### src/rtl/gamepad_pmod_tx_if.sv
// Parallel request handshake into the gamepad Pmod transmitter.
interface gamepad_pmod_tx_if #(
    parameter int unsigned BIT_WIDTH = 12
);
    logic [BIT_WIDTH-1:0] tx_data;
    logic                 tx_valid;
    logic                 tx_ready;

    modport master (output tx_data, output tx_valid, input tx_ready);
    modport slave  (input tx_data, input tx_valid, output tx_ready);
endinterface

### src/rtl/gamepad_pmod_tx.sv
// Gamepad Pmod transmitter: serialises a button word MSB first as
// data/clock pairs followed by a latch pulse and an idle gap.
module gamepad_pmod_tx #(
    parameter int unsigned BIT_WIDTH   = 12,
    parameter int unsigned HALF_PERIOD = 4
) (
    input  logic               clk,
    input  logic               rst_n,
    gamepad_pmod_tx_if.slave   tx,
    output logic               pmod_data,
    output logic               pmod_clk,
    output logic               pmod_latch,
    output logic               frame_done
);

    localparam int unsigned PW = (HALF_PERIOD > 1) ? $clog2(HALF_PERIOD) : 1;
    localparam int unsigned BW = (BIT_WIDTH > 1) ? $clog2(BIT_WIDTH) : 1;
    localparam logic [PW-1:0] PH_LOAD  = PW'(HALF_PERIOD - 1);
    localparam logic [BW-1:0] BIT_LOAD = BW'(BIT_WIDTH - 1);

    // Receiver synchroniser plus edge detect needs at least three cycles per phase.
    if (HALF_PERIOD < 3) begin : g_half_period_check
        $error("gamepad_pmod_tx: HALF_PERIOD must be >= 3");
    end
    if (BIT_WIDTH < 2) begin : g_bit_width_check
        $error("gamepad_pmod_tx: BIT_WIDTH must be >= 2");
    end

    typedef enum logic [2:0] {
        S_IDLE,
        S_SETUP,
        S_CLK_HIGH,
        S_LATCH,
        S_GAP
    } state_t;

    state_t              r_state;
    logic [PW-1:0]       r_phase;
    logic [BW-1:0]       r_bit;
    logic [BIT_WIDTH-2:0] r_shift;
    logic                r_data;
    logic                r_clk;
    logic                r_latch;
    logic                r_done;
    logic                r_ready;

    logic w_phase_end;
    assign w_phase_end = (r_phase == '0);

    // MSB goes straight to pmod_data on accept; r_shift holds the bits still to send.
    always_ff @(posedge clk or negedge rst_n) begin
        if (!rst_n) begin
            r_state <= S_IDLE;
            r_phase <= '0;
            r_bit   <= '0;
            r_shift <= '0;
            r_data  <= 1'b0;
            r_clk   <= 1'b0;
            r_latch <= 1'b0;
            r_done  <= 1'b0;
            r_ready <= 1'b1;
        end else begin
            r_done <= 1'b0;
            case (r_state)
                S_IDLE: begin
                    if (tx.tx_valid) begin
                        r_shift <= tx.tx_data[BIT_WIDTH-2:0];
                        r_data  <= tx.tx_data[BIT_WIDTH-1];
                        r_bit   <= BIT_LOAD;
                        r_phase <= PH_LOAD;
                        r_ready <= 1'b0;
                        r_state <= S_SETUP;
                    end
                end
                S_SETUP: begin
                    if (w_phase_end) begin
                        r_clk   <= 1'b1;
                        r_phase <= PH_LOAD;
                        r_state <= S_CLK_HIGH;
                    end else begin
                        r_phase <= r_phase - PW'(1);
                    end
                end
                S_CLK_HIGH: begin
                    if (w_phase_end) begin
                        r_clk   <= 1'b0;
                        r_phase <= PH_LOAD;
                        if (r_bit != '0) begin
                            r_bit   <= r_bit - BW'(1);
                            r_data  <= r_shift[BIT_WIDTH-2];
                            r_shift <= r_shift << 1;
                            r_state <= S_SETUP;
                        end else begin
                            r_data  <= 1'b0;
                            r_latch <= 1'b1;
                            r_state <= S_LATCH;
                        end
                    end else begin
                        r_phase <= r_phase - PW'(1);
                    end
                end
                S_LATCH: begin
                    if (w_phase_end) begin
                        r_latch <= 1'b0;
                        r_phase <= PH_LOAD;
                        r_state <= S_GAP;
                    end else begin
                        r_phase <= r_phase - PW'(1);
                    end
                end
                S_GAP: begin
                    if (w_phase_end) begin
                        r_done  <= 1'b1;
                        r_ready <= 1'b1;
                        r_state <= S_IDLE;
                    end else begin
                        r_phase <= r_phase - PW'(1);
                    end
                end
                default: begin
                    r_data  <= 1'b0;
                    r_clk   <= 1'b0;
                    r_latch <= 1'b0;
                    r_ready <= 1'b1;
                    r_state <= S_IDLE;
                end
            endcase
        end
    end

    assign tx.tx_ready = r_ready;
    assign pmod_data   = r_data;
    assign pmod_clk    = r_clk;
    assign pmod_latch  = r_latch;
    assign frame_done  = r_done;

endmodule
### src/flat_wrapper.sv
// flat-port wrapper written by rule: the top's interface ports become plain ports
module gamepad_pmod_tx_flat 
#(
    parameter int unsigned BIT_WIDTH   = 12,
    parameter int unsigned HALF_PERIOD = 4
)
  (clk, rst_n, pmod_data, pmod_clk, pmod_latch, frame_done, tx_tx_data, tx_tx_valid, tx_tx_ready);
  gamepad_pmod_tx_if #(.BIT_WIDTH(BIT_WIDTH)) tx_i ();
  input  logic clk;
  input  logic rst_n;
  output logic pmod_data;
  output logic pmod_clk;
  output logic pmod_latch;
  output logic frame_done;
  input wire logic [$bits(tx_i.tx_data)-1:0] tx_tx_data;
  input wire logic [$bits(tx_i.tx_valid)-1:0] tx_tx_valid;
  output wire logic [$bits(tx_i.tx_ready)-1:0] tx_tx_ready;
  assign tx_i.tx_data = tx_tx_data;
  assign tx_i.tx_valid = tx_tx_valid;
  assign tx_tx_ready = tx_i.tx_ready;
  gamepad_pmod_tx #(.BIT_WIDTH(BIT_WIDTH), .HALF_PERIOD(HALF_PERIOD)) u_core (.clk(clk), .rst_n(rst_n), .tx(tx_i), .pmod_data(pmod_data), .pmod_clk(pmod_clk), .pmod_latch(pmod_latch), .frame_done(frame_done));
endmodule
### config.mk
export PLATFORM = sky130hd
export DESIGN_NAME = gamepad_pmod_tx_flat
export DESIGN_NICKNAME = d
export VERILOG_FILES = /design/src/rtl/gamepad_pmod_tx_if.sv /design/src/rtl/gamepad_pmod_tx.sv /design/src/flat_wrapper.sv
export SDC_FILE = /design/constraint.sdc
export NUM_CORES = 1
export LEC_CHECK = 0
export CAP_MARGIN = 20
export CORE_MARGIN = 2
export CORE_UTILIZATION = 59
export CTS_BUF_LIST = sky130_fd_sc_hd__clkbuf_4 sky130_fd_sc_hd__clkbuf_8
export DETAILED_ROUTE_END_ITERATION = 16
export PLACE_DENSITY = 0.86
export SETUP_SLACK_MARGIN = 0.1
export SYNTH_ARGS = -nofsm -noshare
export SYNTH_HDL_FRONTEND = slang
export SYNTH_SLANG_ARGS = --single-unit
### constraint.sdc
create_clock -name clk -period 5.3 [get_ports clk]
set_input_delay 0.53 -clock clk [delete_from_list [all_inputs] [get_ports clk]]
set_output_delay 0.53 -clock clk [all_outputs]
set_load 0.03 [all_outputs]
==> flow_metrics.tcl, run 1 <==
set metrics [dict create \
    dp_cells 171 \
    crit_type "flop to flop" \
    cp_max_fo 28 \
    switching_share_pct 41.7 \
    maxCapViolCount 0 \
    clk_path_buf_depth 2 \
    dr.pass1.iters 4 \
    dieArea_mm2 0.00256 \
    ys_ff_latch 25 \
    syn_area_mm2 0.00128 \
    intPower_uw 451 \
    grt_overflow 0 \
    drc 0 \
    diodes 0 \
    worstPathArrival_ps 2570 \
    tns_ps 0 \
    h-tree-depth 1 \
    vias 985 \
    clk_latency_ps 310 \
    initial_core_util_pct 63.9 \
    setup_viol 0 \
    drt_first_iter_violations 35 \
    layout.area.seq_um2 627 \
    skew_ps 3.54 \
    leakage_nw 0.649 \
    combPwrFrac_pct 44.2 \
    p_clk_share_pct 10.8 \
    n_fill_cell 142 \
    powerDensity_mw_per_mm2 509 \
    ys_seq_area_share_pct 49.0 \
    p_sw_uw 323 \
    worstHoldPathType "flop to flop" \
    multi_input_comb_area_um2 596 \
    cts_resized 0 \
    fp.coreArea_mm2 0.00200 \
    synthCells 131 \
    async_reset_ff_share_pct 100 \
    cp-end-kind "flop" \
    postLayoutSetupSlackWorst_ps 2950 \
    clk_pin_slew_worst_paths_ps 130 \
    clkSinkCount 25 \
    syn_area_per_cell_um2 9.76 \
    yosysWarnings 0 \
    rows 16 \
    place_ws_ps 2950 \
    post_drt_wl_per_cell_um 13.5 \
    syn-num-nets 149 \
    syn_to_final_growth_pct 18.8 \
    cts_tree "built" \
    slew_headroom_pct 27.5 \
    ys_types 34 \
    grt_pass1_vias 981 \
    antenna_left 0 \
    synthFlopType "dfrtp_1" \
    drv_slew 0 \
    fin_nets 168 \
    critPathRequiredTime_ps 5520 \
    final_hold_viol_count 0 \
    drive_above_1_share_pct 7.38 \
    fin_cells 176 \
    p_seq_share_pct 45.0 \
    die_x_um 50.6 \
    ir_worst_vdd_v 0.000458 \
    port_buffers 19 \
    antenna_found_initial 0 \
    gp_congestion 0.849 \
    grt_max_degree 29 \
    min_period_ps 2350 \
    routed_wl_um 2380 \
    root_buffer "clkbuf_4" \
    start_kind "flop" \
    synth_edf_count 0 \
    post-cts-setup-buffer-count 0 \
    fmax_mhz 425 \
    dp_hpwl_um 1720 \
    cts_buffers 3 \
    outcome "complete, no violations" \
    period_share_pct 44.4 \
    grtUsageTotal_pct 21.4 \
    cts_hold_buf 0 \
    grt_pass1_wl_um 4130 \
    rsz0062_at_grt "no" \
    die_height_um 50.6 \
    ios 20 \
    worstMarginPinSlew_ps 1080 \
    viasPerCell 5.60 \
]
final cells by class:
type,count,area share [%]
sequential,25,41.3
multi-input combinational,92,39.2
timing repair buffer,20,13.5
tap,27,2.22
inverter,8,1.98
clock buffer,3,1.48
clock inverter,1,0.329
kinds of logic after synthesis:
group	count (synthesis)	share of synthesized area, %
compound gates	39	19.7
xor+xnor	1	0.685
fa+ha+maj	3	2.94
buf+inv	14	4.79
flops	25	49.0
mux	12	9.49
simple gates	37	13.4
layer usage:
layer  GRT usage (%)  vias to the layer above  wire [µm]
met5               0                        -          0
met2            37.3                       23       1110
met3            2.98                        4         94
li1                -                      496          -
met4            7.21                        0         25
met1            27.3                      462       1150
final timing paths:
| path | startpoint | end | slack (ps) | cells after the start |
|---|---|---|---|---|
| setup / recovery | u_core.r_bit[0] | u_core.r_bit[3] | 2950 | 6 |
| hold / removal | u_core.r_phase[0] | u_core.r_phase[0] | 490 | 1 |
| setup reg to reg | u_core.r_bit[0] | u_core.r_bit[3] | 2950 | 6 |
| hold reg to reg | u_core.r_phase[0] | u_core.r_phase[0] | 490 | 1 |
| max in group asynchronous | rst_n | u_core.r_shift[6] | 4270 | 2 |
| min in group asynchronous | rst_n | u_core.r_bit[0] | 550 | 1 |
power by group through the flow:
stage | Combinational, mW | Sequential [mW] | Clock (mW)
6_report | 0.341 | 0.348 | 0.0836
5_1_grt | 0.394 | 0.361 | 0.0923
4_1_cts | 0.343 | 0.347 | 0.0862
3_5_place_dp | 0.343 | 0.351 | 0
3_3_place_gp | 0.322 | 0.346 | 0
2_1_floorplan | 0.275 | 0.331 | 0
state kept, by name, indices dropped and copies added (netlist names):
register	cells
u_core.r_phase	2
u_core.r_bit	4
u_core.tx.tx_ready	1
u_core.r_shift	11
u_core.pmod_clk	1
u_core.frame_done	1
u_core.r_state	3
u_core.pmod_latch	1
u_core.pmod_data	1
through the flow:
step	total power [mW]	hold slack (ps)	utilization [%]	area, µm²
2_1_floorplan	0.606	234	-	1280
3_3_place_gp	0.668	466	73.8	1480
3_5_place_dp	0.694	475	73.8	1480
4_1_cts	0.776	498	75.1	1500
5_1_grt	0.848	516	75.9	1520
6_report	0.773	490	75.9	1520
critical path, stage by stage, from the launching register on:
cell	delay, ps
dfrtp_1	420
inv_1	100
ha_1	150
or3b_4	410
o311ai_4	770
nor3b_1	110
a211o_1	290
cells in the final DEF, fill, tap and decap left out, types with 2 or more instances in the layout:
master            n
or3_1             2
mux2i_1          11
dfrtp_1          24
nor3_1            3
ha_1              3
o21ai_1           3
a21oi_1          10
nand3_1           3
nand2_1          15
clkdlybuf4s50_1  19
inv_1             8
o21ai_0          15
nor2_1            9
clkbuf_4          3
cell usage after synthesis (all sizes together) (2+ instances only):
| master | count | area, µm² |
|---|---|---|
| a21oi | 10 | 50.1 |
| dfrtp | 24 | 601 |
| or3 | 2 | 12.5 |
| nand2 | 15 | 56.3 |
| nor3 | 3 | 15.0 |
| mux2i | 11 | 110 |
| buf | 4 | 23.8 |
| nor3b | 2 | 15.0 |
| nand3 | 3 | 15.0 |
| nor2 | 9 | 33.8 |
| inv | 8 | 30.0 |
| o21ai | 18 | 90.1 |
| ha | 3 | 37.5 |
| o311ai | 2 | 35.0 |
| clkbuf | 2 | 7.51 |
(Power assumes the default switching activity.)
==> run 2: changes to the inputs <==
--- a/config.mk
+++ b/config.mk
@@ -7,10 +7,10 @@
 export LEC_CHECK = 0
 export CAP_MARGIN = 20
 export CORE_MARGIN = 2
-export CORE_UTILIZATION = 59
+export CORE_UTILIZATION = 49
 export CTS_BUF_LIST = sky130_fd_sc_hd__clkbuf_4 sky130_fd_sc_hd__clkbuf_8
 export DETAILED_ROUTE_END_ITERATION = 16
-export PLACE_DENSITY = 0.86
+export PLACE_DENSITY = 0.77
 export SETUP_SLACK_MARGIN = 0.1
 export SYNTH_ARGS = -nofsm -noshare
 export SYNTH_HDL_FRONTEND = slang
==> constraint.sdc (replaced) <==
create_clock -name clk -period 2.1 [get_ports clk]
set_input_delay 0.21 -clock clk [delete_from_list [all_inputs] [get_ports clk]]
set_output_delay 0.21 -clock clk [all_outputs]
set_load 0.03 [all_outputs]
==> run 2 against run 1 <==
  * Total power grew to 2.6 times the previous value
  * Final area grew 3.6%
  * Register-to-register slack lost 2800 ps
  * Combinational power grew to 2.8 times the previous value
  * Die area grew 19%
  * Routed wire length grew 1.1%
  * Clock skew shrank 1.4 ps
  * Critical endpoint unchanged
  * Largest power group is now combinational logic
==> flow_metrics.tcl, run 2 (synthesized netlist as in run 1, its figures left out) <==
set metrics [dict create \
    diodes 0 \
    final_hold_viol_count 0 \
    max_stage_delay_ps 410 \
    rows 18 \
    dieArea_mm2 0.00303 \
    cpLargestDelayFamily "compound AO/OA/AOI/OAI gates" \
    port_buffers 19 \
    clk_pin_slew_worst_paths_ps 140 \
    rsz0062_at_grt "no" \
    worstPathCellList "inv_1 > ha_1 > or3b_4 > o311ai_4 > nor3b_1 > a211o_1" \
    die_height_um 55.1 \
    reg2reg_slack_ps 200 \
    syn_to_final_growth_pct 23.1 \
    tns_ps 0 \
    cts_hold_buf 0 \
    outcome "complete, no violations" \
    drive_above_1_share_pct 12.2 \
    clk_path_buf_depth 2 \
    power_mw 2.03 \
    fp.coreArea_mm2 0.00248 \
    grt_max_degree 26 \
    drv_slew 0 \
    dr.pass1.iters 4 \
    crit_type "flop to flop" \
    fmax_mhz 525 \
    maxCapViolCount 0 \
    start_kind "flop" \
    grtUsageTotal_pct 17.7 \
    top_register "u_core.r_shift" \
    final_util_pct 63.5 \
    routed_wl_um 2410 \
    dp_hpwl_um 1690 \
    gp_congestion 0.787 \
    critPathRequiredTime_ps 2320 \
    cp-end-kind "flop" \
    initial_core_util_pct 51.6 \
    viasPerCell 5.39 \
    critPathBufInv 1 \
    final_design_area_no_fill_mm2 0.00157 \
    min_period_ps 1900 \
    h-tree-depth 1 \
    ir_worst_vdd_v 0.000742 \
    skew_ps 2.15 \
    place_area_mm2 0.00152 \
    top_regs "u_core.r_shift: 11 flops, u_core.r_bit: 4 flops, u_core.r_state: 3 flops" \
    post_drt_wl_per_cell_um 12.9 \
    largest_reg_flops 11 \
    grt_pass1_vias 875 \
    clk_latency_ps 310 \
    fin_nets 175 \
    n_fill_cell 223 \
    setup_viol 0 \
    grt_pass1_wl_um 3850 \
    cts_buffers 3 \
    ios 20 \
    drt_first_iter_violations 16 \
    final_cell_mix "24 x dfrtp_1, 19 x clkdlybuf4s50_1, 15 x nand2_1, 15 x o21ai_0, 11 x mux2i_1" \
    antenna_left 0 \
    grt_overflow 0 \
    vias 1003 \
    root_buffer "clkbuf_4" \
    period_share_pct 90.7 \
    worstHoldPathType "primary input to async pin" \
    worstPathArrival_ps 2120 \
    die_x_um 55.1 \
    worstMarginPinSlew_ps 443 \
    slowest_stage "or3b_4" \
    leakage_nw 0.675 \
    clkSinkCount 25 \
    antenna_found_initial 0 \
    powerDensity_mw_per_mm2 1290 \
    drc 0 \
    final_common_cell "dfrtp_1" \
    cp_max_fo 6 \
    cts_tree "built" \
    slew_headroom_pct 70.5 \
]
==> run 2: cell types whose count changed in the layout (fill, tap and decap cells not counted) <==
cell	previous run	this run
clkinvlp_4	0	1
buf_8	1	0
buf_6	0	1
inv_2	0	1
clkinv_2	1	0
buf_4	0	7
inv_1	8	7
==> run 2: worst reg2reg max path, stage by stage (launching register included) <==
cell	delay, ps
dfrtp_1	400
inv_1	100
ha_1	150
or3b_4	410
o311ai_4	390
nor3b_1	100
a211o_1	270
==> run 2: cell type report <==
type                       count  area (µm²)  share of cell area [%]
sequential                    25         627                    39.8
multi-input combinational     92         596                    37.8
timing repair buffer          27         254                    16.1
tap                           30        37.5                    2.38
inverter                       8        30.0                    1.91
clock buffer                   3        22.5                    1.43
clock inverter                 1        7.51                   0.477
==> run 2: metrics by stage <==
step / cells / worst slack [ps] / hold slack [ps]
final: 186 / 195 / 238
after global routing: 186 / 130 / 254
after CTS: 183 / 121 / 251
after detailed placement: 179 / 141 / 470
after global placement: 179 / 250 / 462
after floorplan: 131 / 309 / -85.6
==> run 2: timing repair <==
action,4_1_cts,5_1_grt
resized for setup,0,4
endpoints found under the setup margin,0,12
buffers inserted,0,2
==> run 2: worst paths after layout <==
kind	startpoint	cells after the start	endpoint
min in group clk	tx_tx_data[0]	2	u_core.r_shift[0]
worst min register to register	u_core.r_shift[3]	2	u_core.r_shift[3]
worst min-delay path	rst_n	2	u_core.pmod_clk
worst max-delay path	u_core.r_bit[1]	6	u_core.r_bit[3]
worst max register to register	u_core.r_bit[1]	6	u_core.r_bit[3]
max in group asynchronous	rst_n	2	u_core.tx.tx_ready
==> run 2: metal layers <==
| metal | routed length [µm] | vias up | GRT usage [%] |
|---|---|---|---|
| li1 | - | 511 | - |
| met1 | 1180 | 474 | 25.0 |
| met2 | 1120 | 16 | 27.8 |
| met3 | 84 | 2 | 2.42 |
| met4 | 19 | 0 | 6.10 |
| met5 | 0 | - | 0 |
==> run 2: where the power goes <==
| part | internal (mW) | switching, mW | leakage, nW |
|---|---|---|---|
| combinational | 0.448 | 0.519 | 0.358 |
| clock | 0.0726 | 0.145 | 0.0139 |
| sequential | 0.681 | 0.168 | 0.303 |
| total | 1.20 | 0.832 | 0.675 |
